--- config.mk ---
export PLATFORM = sky130hd
export DESIGN_NAME = exp_logic_pipe
export DESIGN_NICKNAME = d
export VERILOG_FILES = /design/src/rtl/exp_logic_pipe.sv
export SDC_FILE = /design/constraint.sdc
export NUM_CORES = 1
export LEC_CHECK = 0
export CAP_MARGIN = 5
export CORE_MARGIN = 3
export CORE_UTILIZATION = 65
export DETAILED_ROUTE_END_ITERATION = 16
export DONT_BUFFER_PORTS = 1
export GPL_TIMING_DRIVEN = 0
export HOLD_SLACK_MARGIN = 0.06
export PLACE_DENSITY = 0.81
export SYNTH_ARGS = -nofsm -noshare
export SYNTH_HDL_FRONTEND = slang
export SYNTH_SLANG_ARGS = --single-unit
--- constraint.sdc ---
create_clock -name clk -period 9.14 [get_ports clk]
set_clock_uncertainty 0.05 [all_clocks]
set_input_delay 0.914 -clock clk [delete_from_list [all_inputs] [get_ports clk]]
set_output_delay 0.914 -clock clk [all_outputs]
set_load 0.03 [all_outputs]
--- src/rtl/exp_logic_pipe.sv ---
// Pipelined FMA/ADD exponent logic: product exponent, signed exponent difference,
// max exponent and clamped alignment shift, with a valid/ready handshake, a
// two-stage register pipeline, special-exponent flags and an opaque tag.
module exp_logic_pipe #(
  parameter int sig_width = 23,
  parameter int ex_width  = 8,
  parameter int MAX_SHIFT = 3*sig_width+5,
  parameter int TAG_W     = 4
) (
  input  logic                clk,
  input  logic                rst_n,
  input  logic                in_valid,
  output logic                in_ready,
  input  logic                mode,
  input  logic [ex_width-1:0] Ea,
  input  logic [ex_width-1:0] Eb,
  input  logic [ex_width-1:0] Ec,
  input  logic [TAG_W-1:0]    tag_in,
  output logic                out_valid,
  input  logic                out_ready,
  output logic [ex_width+1:0] shift,
  output logic [ex_width+1:0] sd,
  output logic [ex_width+1:0] max_exp,
  output logic                prod_undf,
  output logic                shift_sat,
  output logic                spec_inf,
  output logic                spec_zero,
  output logic [TAG_W-1:0]    tag_out
);

  localparam int W = ex_width + 2;
  localparam logic [W-1:0] BIAS        = W'((1 << (ex_width-1)) - 1);
  localparam logic [W-1:0] SHIFT_OFF   = W'(sig_width + 4);
  localparam logic [W-1:0] MAX_SHIFT_W = W'(MAX_SHIFT);
  localparam logic [ex_width-1:0] EXP_ONES = '1;
  localparam logic [ex_width-1:0] EXP_ZERO = '0;

  // Brent-Kung parallel-prefix adder (carry-in 0): up-sweep builds group
  // generate/propagate at power-of-two spans, down-sweep fills the gaps.
  function automatic logic [W-1:0] bkAdd(input logic [W-1:0] a, input logic [W-1:0] b);
    logic [W-1:0] g;
    logic [W-1:0] p;
    logic [W-1:0] p0;
    int dTop;
    g    = a & b;
    p    = a ^ b;
    p0   = p;
    dTop = 1;
    for (int d = 1; d < W; d = d * 2) begin
      dTop = d;
      for (int i = 2*d - 1; i < W; i = i + 2*d) begin
        g[i] = g[i] | (p[i] & g[i-d]);
        p[i] = p[i] & p[i-d];
      end
    end
    for (int d = dTop; d >= 1; d = d / 2) begin
      for (int i = 3*d - 1; i < W; i = i + 2*d) begin
        g[i] = g[i] | (p[i] & g[i-d]);
        p[i] = p[i] & p[i-d];
      end
    end
    return p0 ^ {g[W-2:0], 1'b0};
  endfunction

  logic         adv1;
  logic         adv2;

  logic         s1Valid_q, s1Valid_d;
  logic [W-1:0] s1Eab_q, s1Eab_d;
  logic [ex_width-1:0] s1Ec_q, s1Ec_d;
  logic         s1Mode_q, s1Mode_d;
  logic         s1Inf_q, s1Inf_d;
  logic         s1Zero_q, s1Zero_d;
  logic [TAG_W-1:0] s1Tag_q, s1Tag_d;

  logic         outValid_q, outValid_d;
  logic [W-1:0] shift_q, shift_d;
  logic [W-1:0] sd_q, sd_d;
  logic [W-1:0] maxExp_q, maxExp_d;
  logic         prodUndf_q, prodUndf_d;
  logic         shiftSat_q, shiftSat_d;
  logic         specInf_q, specInf_d;
  logic         specZero_q, specZero_d;
  logic [TAG_W-1:0] tag_q, tag_d;

  logic [W-1:0] sumAb;
  logic [W-1:0] sdC;
  logic [W-1:0] tC;

  assign adv2     = !outValid_q || out_ready;
  assign adv1     = !s1Valid_q || adv2;
  assign in_ready = adv1;

  // Stage 1 next state: form Eab and special flags for an accepted input, else hold.
  always_comb begin
    s1Valid_d = s1Valid_q;
    s1Eab_d   = s1Eab_q;
    s1Ec_d    = s1Ec_q;
    s1Mode_d  = s1Mode_q;
    s1Inf_d   = s1Inf_q;
    s1Zero_d  = s1Zero_q;
    s1Tag_d   = s1Tag_q;
    sumAb     = bkAdd({2'b00, Ea}, {2'b00, Eb});
    if (adv1) begin
      s1Valid_d = in_valid;
    end
    if (adv1 && in_valid) begin
      s1Eab_d  = mode ? {2'b00, Ea} : (sumAb - BIAS);
      s1Ec_d   = Ec;
      s1Mode_d = mode;
      s1Tag_d  = tag_in;
      s1Inf_d  = (Ea == EXP_ONES) || (Ec == EXP_ONES) || (!mode && (Eb == EXP_ONES));
      s1Zero_d = (Ea == EXP_ZERO) || (Ec == EXP_ZERO) || (!mode && (Eb == EXP_ZERO));
    end
  end

  // Stage 2 next state: difference, max, saturating shift; loads only when stage 1 moves down.
  always_comb begin
    outValid_d = outValid_q;
    shift_d    = shift_q;
    sd_d       = sd_q;
    maxExp_d   = maxExp_q;
    prodUndf_d = prodUndf_q;
    shiftSat_d = shiftSat_q;
    specInf_d  = specInf_q;
    specZero_d = specZero_q;
    tag_d      = tag_q;
    sdC        = s1Eab_q - {2'b00, s1Ec_q};
    tC         = sdC + SHIFT_OFF;
    if (adv2) begin
      outValid_d = s1Valid_q;
    end
    if (adv2 && s1Valid_q) begin
      sd_d       = sdC;
      maxExp_d   = sdC[W-1] ? {2'b00, s1Ec_q} : s1Eab_q;
      prodUndf_d = !s1Mode_q && s1Eab_q[W-1];
      specInf_d  = s1Inf_q;
      specZero_d = s1Zero_q;
      tag_d      = s1Tag_q;
      if (tC[W-1]) begin
        shift_d    = '0;
        shiftSat_d = 1'b0;
      end else if (tC > MAX_SHIFT_W) begin
        shift_d    = MAX_SHIFT_W;
        shiftSat_d = 1'b1;
      end else begin
        shift_d    = tC;
        shiftSat_d = 1'b0;
      end
    end
  end

  // Pipeline registers; reset empties both stages and clears all outputs.
  always_ff @(posedge clk or negedge rst_n) begin
    if (!rst_n) begin
      s1Valid_q  <= 1'b0;
      s1Eab_q    <= '0;
      s1Ec_q     <= '0;
      s1Mode_q   <= 1'b0;
      s1Inf_q    <= 1'b0;
      s1Zero_q   <= 1'b0;
      s1Tag_q    <= '0;
      outValid_q <= 1'b0;
      shift_q    <= '0;
      sd_q       <= '0;
      maxExp_q   <= '0;
      prodUndf_q <= 1'b0;
      shiftSat_q <= 1'b0;
      specInf_q  <= 1'b0;
      specZero_q <= 1'b0;
      tag_q      <= '0;
    end else begin
      s1Valid_q  <= s1Valid_d;
      s1Eab_q    <= s1Eab_d;
      s1Ec_q     <= s1Ec_d;
      s1Mode_q   <= s1Mode_d;
      s1Inf_q    <= s1Inf_d;
      s1Zero_q   <= s1Zero_d;
      s1Tag_q    <= s1Tag_d;
      outValid_q <= outValid_d;
      shift_q    <= shift_d;
      sd_q       <= sd_d;
      maxExp_q   <= maxExp_d;
      prodUndf_q <= prodUndf_d;
      shiftSat_q <= shiftSat_d;
      specInf_q  <= specInf_d;
      specZero_q <= specZero_d;
      tag_q      <= tag_d;
    end
  end

  assign out_valid = outValid_q;
  assign shift     = shift_q;
  assign sd        = sd_q;
  assign max_exp   = maxExp_q;
  assign prod_undf = prodUndf_q;
  assign shift_sat = shiftSat_q;
  assign spec_inf  = specInf_q;
  assign spec_zero = specZero_q;
  assign tag_out   = tag_q;

endmodule

==> results of run 1 <==
[cell usage after synthesis, drive strengths merged, types with 2 or more instances]
master / n / area share
o21ai: 32 / 0.042
nand2b: 5 / 0.0083
o22a: 2 / 0.0053
nand3b: 2 / 0.0040
a31oi: 4 / 0.011
nor2: 18 / 0.018
and2: 7 / 0.012
fa: 5 / 0.026
nor2b: 2 / 0.0033
a2111oi: 2 / 0.0063
buf: 2 / 0.0030
o21bai: 2 / 0.0040
a32o: 4 / 0.011
nand3: 7 / 0.0092
or2: 3 / 0.0050
o31ai: 3 / 0.0059
and3: 2 / 0.0033
a21o: 3 / 0.0059
nor3: 10 / 0.015
nand2: 71 / 0.070
nor4: 11 / 0.022
ha: 19 / 0.063
dfrtp: 64 / 0.42
a211oi: 2 / 0.0040
xnor2: 9 / 0.025
inv: 22 / 0.022
a21oi: 14 / 0.018
o311ai: 2 / 0.0092
a22oi: 2 / 0.0040
xor2: 10 / 0.028
clkbuf: 12 / 0.012
nand4: 5 / 0.0083
mux2: 13 / 0.039
mux2i: 10 / 0.026
[cell usage in the layout (no fill, tap or decap), types with 3 or more instances in the layout]
master	count
nor2_1	18
a21oi_1	14
nor4_1	10
nand4_1	5
and2_1	6
ha_1	19
nand2b_1	5
nand3_1	7
fa_1	5
mux2i_1	10
a21o_1	3
o31ai_1	3
clkbuf_1	12
dfrtp_1	64
nand2_1	71
o21ai_0	29
a31oi_1	3
o21ai_1	3
clkbuf_8	9
a32o_1	4
nor3_1	9
xnor2_1	7
inv_1	21
mux2_2	13
xor2_1	9
[final timing paths]
| check | start | endpoint | slack [ps] | cells past startpoint |
|---|---|---|---|---|
| setup / recovery | Ea[0] | s1Eab_q[7] | 5440 | 11 |
| hold / removal | rst_n | tag_out[2] | 220 | 0 |
| setup reg to reg | s1Ec_q[0] | shift[0] | 5840 | 9 |
| hold reg to reg | s1Tag_q[0] | tag_out[0] | 420 | 2 |
| max in group asynchronous | rst_n | s1Ec_q[7] | 8710 | 0 |
| min in group clk | s1Tag_q[0] | tag_out[0] | 420 | 2 |
[worst max-delay path: cells and delay by family]
| family | cells | cell delay [ps] |
|---|---|---|
| AO/OA/AOI/OAI | 4 | 600 |
| AND/OR/NAND/NOR | 3 | 1080 |
| adder cells (fa/ha/maj) | 3 | 1070 |
| XOR/XNOR | 1 | 200 |
[per-layer routing]
| metal | global-route usage | part of all wire | up-vias |
|---|---|---|---|
| met5 | 0 | 0 | - |
| met4 | 0.0781 | 0.0083 | 0 |
| met3 | 0.0738 | 0.069 | 7 |
| met2 | 0.437 | 0.49 | 90 |
| met1 | 0.331 | 0.43 | 1395 |
| li1 | - | - | 1398 |
[report_power, final]
| part | leakage (uW) | total (uW) | internal, uW | switching (uW) |
|---|---|---|---|---|
| sequential | 0.000796 | 519 | 353 | 166 |
| clock | 0.000110 | 275 | 156 | 119 |
| combinational | 0.000987 | 471 | 191 | 280 |
| total | 0.00189 | 1260 | 701 | 564 |
[cell families after synthesis]
family,Yosys count
buf+inv,36
flops,64
other cells,1
xor+xnor,19
simple gates,146
compound gates,80
fa+ha+maj,24
mux,23
[area by class of cell]
cell class	instances	share of cell area
tap	72	0.0219
buffer	14	0.0137
clock buffer	9	0.0302
multi-input combinational	293	0.499
clock inverter	7	0.0250
sequential	64	0.390
inverter	22	0.0201
[state kept, by name, indices dropped and copies added, names as in the netlist]
name,count
max_exp,10
s1Eab_q,10
sd,10
shift,9
s1Ec_q,8
s1Tag_q,4
tag_out,4
out_valid,1
prod_undf,1
s1Inf_q,1
s1Mode_q,1
s1Valid_q,1
s1Zero_q,1
shift_sat,1
spec_inf,1
spec_zero,1
[per-stage QoR]
stage | setup WS [ps] | instance area, sq um | total power, uW | utilization | std cells
finish | 5440 | 4110 | 1260 | 0.736 | 481
global route | 5210 | 4110 | 1340 | 0.736 | 481
CTS | 5480 | 4110 | 1270 | 0.736 | 481
detailed placement | 5160 | 3880 | 990 | 0.696 | 465
global placement | 5270 | 3880 | 971 | 0.696 | 465
floorplan | 5470 | 3790 | 888 | - | 393
==> summary.txt, run 1 <==
Setup path
  • Worst-path fanout max: 4
  • Largest stage delay on the critical path: 520 ps
  • Worst path cell trace: ha_1, fa_1, a21o_1, a21oi_1, fa_1, nor4_1, or3b_2, xnor2_1, nor2_1, a21oi_1, o21ai_0
  • Worst path slowest cell: or3b_2
  • Critical path required time: roughly 9300 ps
  • Critical path class: in2reg
  • CP endpoint kind: flop
  • Critical path launch point type: input pin
  • CP Data Arrival Time: roughly 3900 ps

Hold path
  • Hold Path Class: in2async

Cells and area
  • N_diodes: 0
  • Fill count: roughly 400
  • Syn-to-layout area delta: 8.36%
  • Fraction of layout cells with a size suffix above 1: 0.115
  • Multi-input logic area: 2050 sq um
  • Nets: between 400 and 500
  • FF+latch area: 1600 sq um

Global route
  • Total track usage: 0.262
  • Vias in the first global route: 2914
  • Overflow after GRT: 0
  • Initial antenna violation count: 0
  • Largest net degree at the start of global routing: 65
  • Global-route wire length before repair: 13.4 mm

CTS
  • CTS Hold Bufs: 0
  • H-tree Lvls: 3
  • Worst-path clk slew: 80 ps
  • Post-CTS setup buffers: 0
  • Post-cts resize count: 0
  • Maximum clock path buffer count: 2
  • Clock tree sinks: 64
  • Clk_lat worst skew: 340 ps
  • Num CTS Buffers: 9
  • CTS tree: built
  • Clock root buffer: clkbuf_8

Floorplan
  • Initial Util: 0.680
  • I/O pins: 73
  • Chip width: 82.3 um
  • DIE AREA: approximately 6800 sq um
  • Die H: 82.3 um
  • Row Count: 27
  • Core ar.: 5570 sq um

STA
  • Final setup TNS: 0 ps
  • Rel. slew slack: 0.531
  • Final setup vio count: 0
  • WHS: between 200 and 250 ps
  • Tightest Pin Transition: 704 ps
  • Final period utilization: 0.405
  • Fin. max-slew vios: 0
  • Fmax: 270 MHz
  • RSZ-0062 raised after global routing: no
  • Final min period: about 3700 ps
  • Final Hold Vio Count: 0

Yosys
  • Top FF cell, synth: dfrtp_1
  • Async SR Flop Fraction: 1.00
  • Mean Syn Cell Area: 9.64 sq um
  • Adder-cell share of the synthesized area: 0.0892
  • Post-Synth XOR/XNOR Area: 0.0528
  • Synth Net Count: 450
  • Yosys cell types: 58
  • Post-Syn Area: 3790 sq um
  • EDFF count, synth: 0
  • Sequential fraction of the synthesis area: 0.423
  • Compound-Gate Fraction of Synth Area: 0.148
  • Main combinational cell family by area after synthesis: simple AND/OR/NAND/NOR gates
  • Seq cells post-synth: 64
  • Synth Area in Simple Gates: 0.185
  • Gate Count Post-Synth: 393
  • Mux cell area share after synthesis: 0.0651
  • Ys Warns: 0

Route
  • Routed WL per cell: 17.6 um
  • Final ANT Viol Nets: 0
  • # DRC: 0
  • Routed Wire Length: 8.47 mm
  • 1st-pass router iterations: 4
  • Via count: 2890
  • Number of vias per cell: 6.01
  • DRT iter0 DRCs: 144

Placed design
  • Routability cong.: 0.900
  • Post-DP HPWL: between 6 and 7 mm
  • Port bufs: 0

Outcome
  • Status: complete, no violations

Power and ir drop
  • Pleak: 0.00189 uW
  • Power per Cell Area: 308 nW/um^2
  • Maximum VDD drop: 0.000185 V

Run
  • Max-Cap Viols: 0
Note: power is estimated with default switching activity, not from simulation.
==> inputs of run 2 (changes only) <==
--- a/config.mk
+++ b/config.mk
@@ -7,12 +7,12 @@
 export LEC_CHECK = 0
 export CAP_MARGIN = 5
 export CORE_MARGIN = 3
-export CORE_UTILIZATION = 65
+export CORE_UTILIZATION = 58
 export DETAILED_ROUTE_END_ITERATION = 16
 export DONT_BUFFER_PORTS = 1
 export GPL_TIMING_DRIVEN = 0
 export HOLD_SLACK_MARGIN = 0.06
-export PLACE_DENSITY = 0.81
+export PLACE_DENSITY = 0.76
 export SYNTH_ARGS = -nofsm -noshare
 export SYNTH_HDL_FRONTEND = slang
 export SYNTH_SLANG_ARGS = --single-unit
==> constraint.sdc (replaced) <==
create_clock -name clk -period 3 [get_ports clk]
set_clock_uncertainty 0.05 [all_clocks]
set_input_delay 0.3 -clock clk [delete_from_list [all_inputs] [get_ports clk]]
set_output_delay 0.3 -clock clk [all_outputs]
set_load 0.03 [all_outputs]
==> run 2 against run 1 <==
Against the previous run: the run now ends with negative setup slack left; clock power rose to 3.1 times the previous value; die area rose by 11%; sequential power rose to 3.1 times the previous value; combinational power rose to 4.0 times the previous value; hold slack got worse by 110 ps; non-clock buffer count rose by 27.
==> summary.txt, run 2 (same netlist as run 1, synthesis figures left out) <==
Global route
  • Vias in the first global route: 3112 (+6.8%)
  • Total track usage: 0.256 (-0.00645)
  • Overflow after GRT: 0 (unchanged)
  • Largest net degree at the start of global routing: 65 (unchanged)
  • Initial antenna violation count: 0 (unchanged)
  • Global-route wire length before repair: 14.9 mm (+11%)

Cells and area
  • Fill count: 429 (+4.4%)
  • Leading cell type in the layout, fill and taps excluded: nand2_1
  • Nets: 488 (+5.9%)
  • Fraction of layout cells with a size suffix above 1: 0.188 (+0.0732)
  • Syn-to-layout area delta: 18.7%
  • N_diodes: 0 (unchanged)
  • Most frequent cells in the layout: nand2_1, dfrtp_1, o21ai_0

Outcome
  • Failing checks: negative setup slack
  • Status: finished with violations

Floorplan
  • I/O pins: 73 (unchanged)
  • DIE AREA: 7540 sq um (+11%)
  • Core ar.: 6130 sq um (+10%)
  • Initial Util: 0.618 (-0.0617)
  • Chip width: 86.8 um (+5.4%)
  • Row Count: 28 (+3.7%)
  • Die H: 86.8 um (+5.4%)

Power and ir drop
  • Clock power share: 0.196 (-0.021)
  • Power per Cell Area: 960 nW/um^2 (+210%)
  • Combinational power share: 0.436 (+0.064)
  • Flop pwr share: 0.367 (-0.043)
  • Pleak: 0.00204 uW (+7.8%)
  • Sw Share: 0.449 (+0.00351)
  • Maximum VDD drop: 0.000893 V (+380%)
  • Switch Pwr: 1940 uW (+240%)
  • P_int: 2380 uW (+240%)

Setup path
  • Critical path class: reg2reg
  • Worst r2r src: s1Ec_q[0]
  • CP Data Arrival Time: 3230 ps (-630 ps)
  • CP startpoint: s1Ec_q[0]
  • Critical path launch point type: flop
  • Worst-path fanout max: 6 (+2)
  • Critical path required time: 3200 ps (-6100 ps)
  • CP endpoint kind: flop
  • FF-to-FF path depth: 10 (+1)
  • Worst R2R Setup Slack: -40 ps (-5880 ps)

STA
  • Final period utilization: 1.01
  • Rel. slew slack: 0.590 (+0.0590)
  • Tightest Pin Transition: 616 ps (-88.6 ps)
  • Final setup vio count: 4 (+4)
  • Final min period: 3040 ps
  • Final setup TNS: -99.2 ps (-99.2 ps)
  • Setup ws final: -38.0 ps (-5480 ps)
  • RSZ-0062 raised after global routing: yes
  • Fmax: about 330 MHz
  • Final Hold Vio Count: 0 (unchanged)
  • Fin. max-slew vios: 0 (unchanged)
  • WHS: 104 ps (-111 ps)

Placed design
  • Post-DP HPWL: 6.60 mm (+2.7%)
  • Routability cong.: 0.867 (-3.7%)
  • Port bufs: 0 (unchanged)

CTS
  • Num CTS Buffers: 9 (unchanged)
  • CTS tree: built
  • Clock root buffer: clkbuf_8
  • Clk_lat worst skew: 350 ps (about the same)
  • Maximum clock path buffer count: 2 (unchanged)
  • H-tree Lvls: 3 (unchanged)
  • Worst-path clk slew: 80 ps (about the same)
  • Clock tree sinks: 64 (unchanged)

Route
  • Number of vias per cell: 6.16 (+2.5%)
  • Via count: 3148 (+8.9%)
  • Routed WL per cell: 18.6 um (+5.8%)
  • Final ANT Viol Nets: 0 (unchanged)
  • 1st-pass router iterations: 5 (+1)
  • Routed Wire Length: 9.52 mm (+12%)
  • # DRC: 0 (unchanged)
  • DRT iter0 DRCs: 202 (+40%)

Hold path
  • Hold Crit Start: Ea[4]
  • Worst Hold Depth: 2
  • Hold Path Class: in2reg

Run
  • Max-Cap Viols: 0 (unchanged)
run 2: area by class of cell:
cell class	count	area, sq um	area share
multi-input combinational	293	2160	0.481
timing repair buffer	27	269	0.0598
clock inverter	7	103	0.0228
buffer	14	60.1	0.0134
clock buffer	9	124	0.0275
inverter	22	82.6	0.0184
sequential	64	1600	0.356
tap	75	93.8	0.0209
run 2: worst paths after layout:
check                        endpoint
hold / removal             s1Eab_q[4]
max in group asynchronous   s1Ec_q[7]
hold reg to reg            tag_out[2]
setup / recovery             shift[0]
min in group asynchronous       sd[2]
setup reg to reg             shift[0]
run 2: per-stage QoR:
| step | setup slack (ps) | area [sq um] | std cells | util | total power, uW |
|---|---|---|---|---|---|
| after floorplan | 48.4 | 3800 | 393 | - | 2710 |
| after global placement | -209 | 3890 | 468 | 0.635 | 2970 |
| after detailed placement | -265 | 3890 | 468 | 0.635 | 3020 |
| after CTS | 11.1 | 4360 | 504 | 0.711 | 4030 |
| after global routing | -162 | 4500 | 511 | 0.734 | 4550 |
| final | -38.0 | 4500 | 511 | 0.734 | 4320 |
run 2: metal layers:
metal	GRT usage	share of wire	wire (um)	vias up
li1	-	-	-	1453
met1	0.328	0.41	3950	1518
met2	0.402	0.47	4510	146
met3	0.0913	0.086	820	31
met4	0.0850	0.025	235	0
met5	0	0	0	-
run 2: timing repair:
item,4_1_cts,5_1_grt
setup endpoints to repair,12,11
cloned,0,0
setup buffers,5,7
hold buffers,15,0
endpoints found under the hold margin,77,0
pin swaps,5,16
resized for setup,7,21
run 2: power groups by stage:
stage               registers (uW)  logic (uW)  clock network [uW]
finish                        1590        1880                 847
global route                  1620        2040                 891
CTS                           1590        1590                 855
detailed placement            1600        1420                   0
global placement              1590        1380                   0
floorplan                     1540        1170                   0
run 2: critical path: stages (launching register included):
cell       delay, ps
dfrtp_1          410
ha_2             210
fa_2             380
xnor2_1          450
nand3_1          200
o311ai_4         120
mux2i_2          130
a2111oi_2        360
a21oi_1           70
o22a_2           280
a32o_1           280
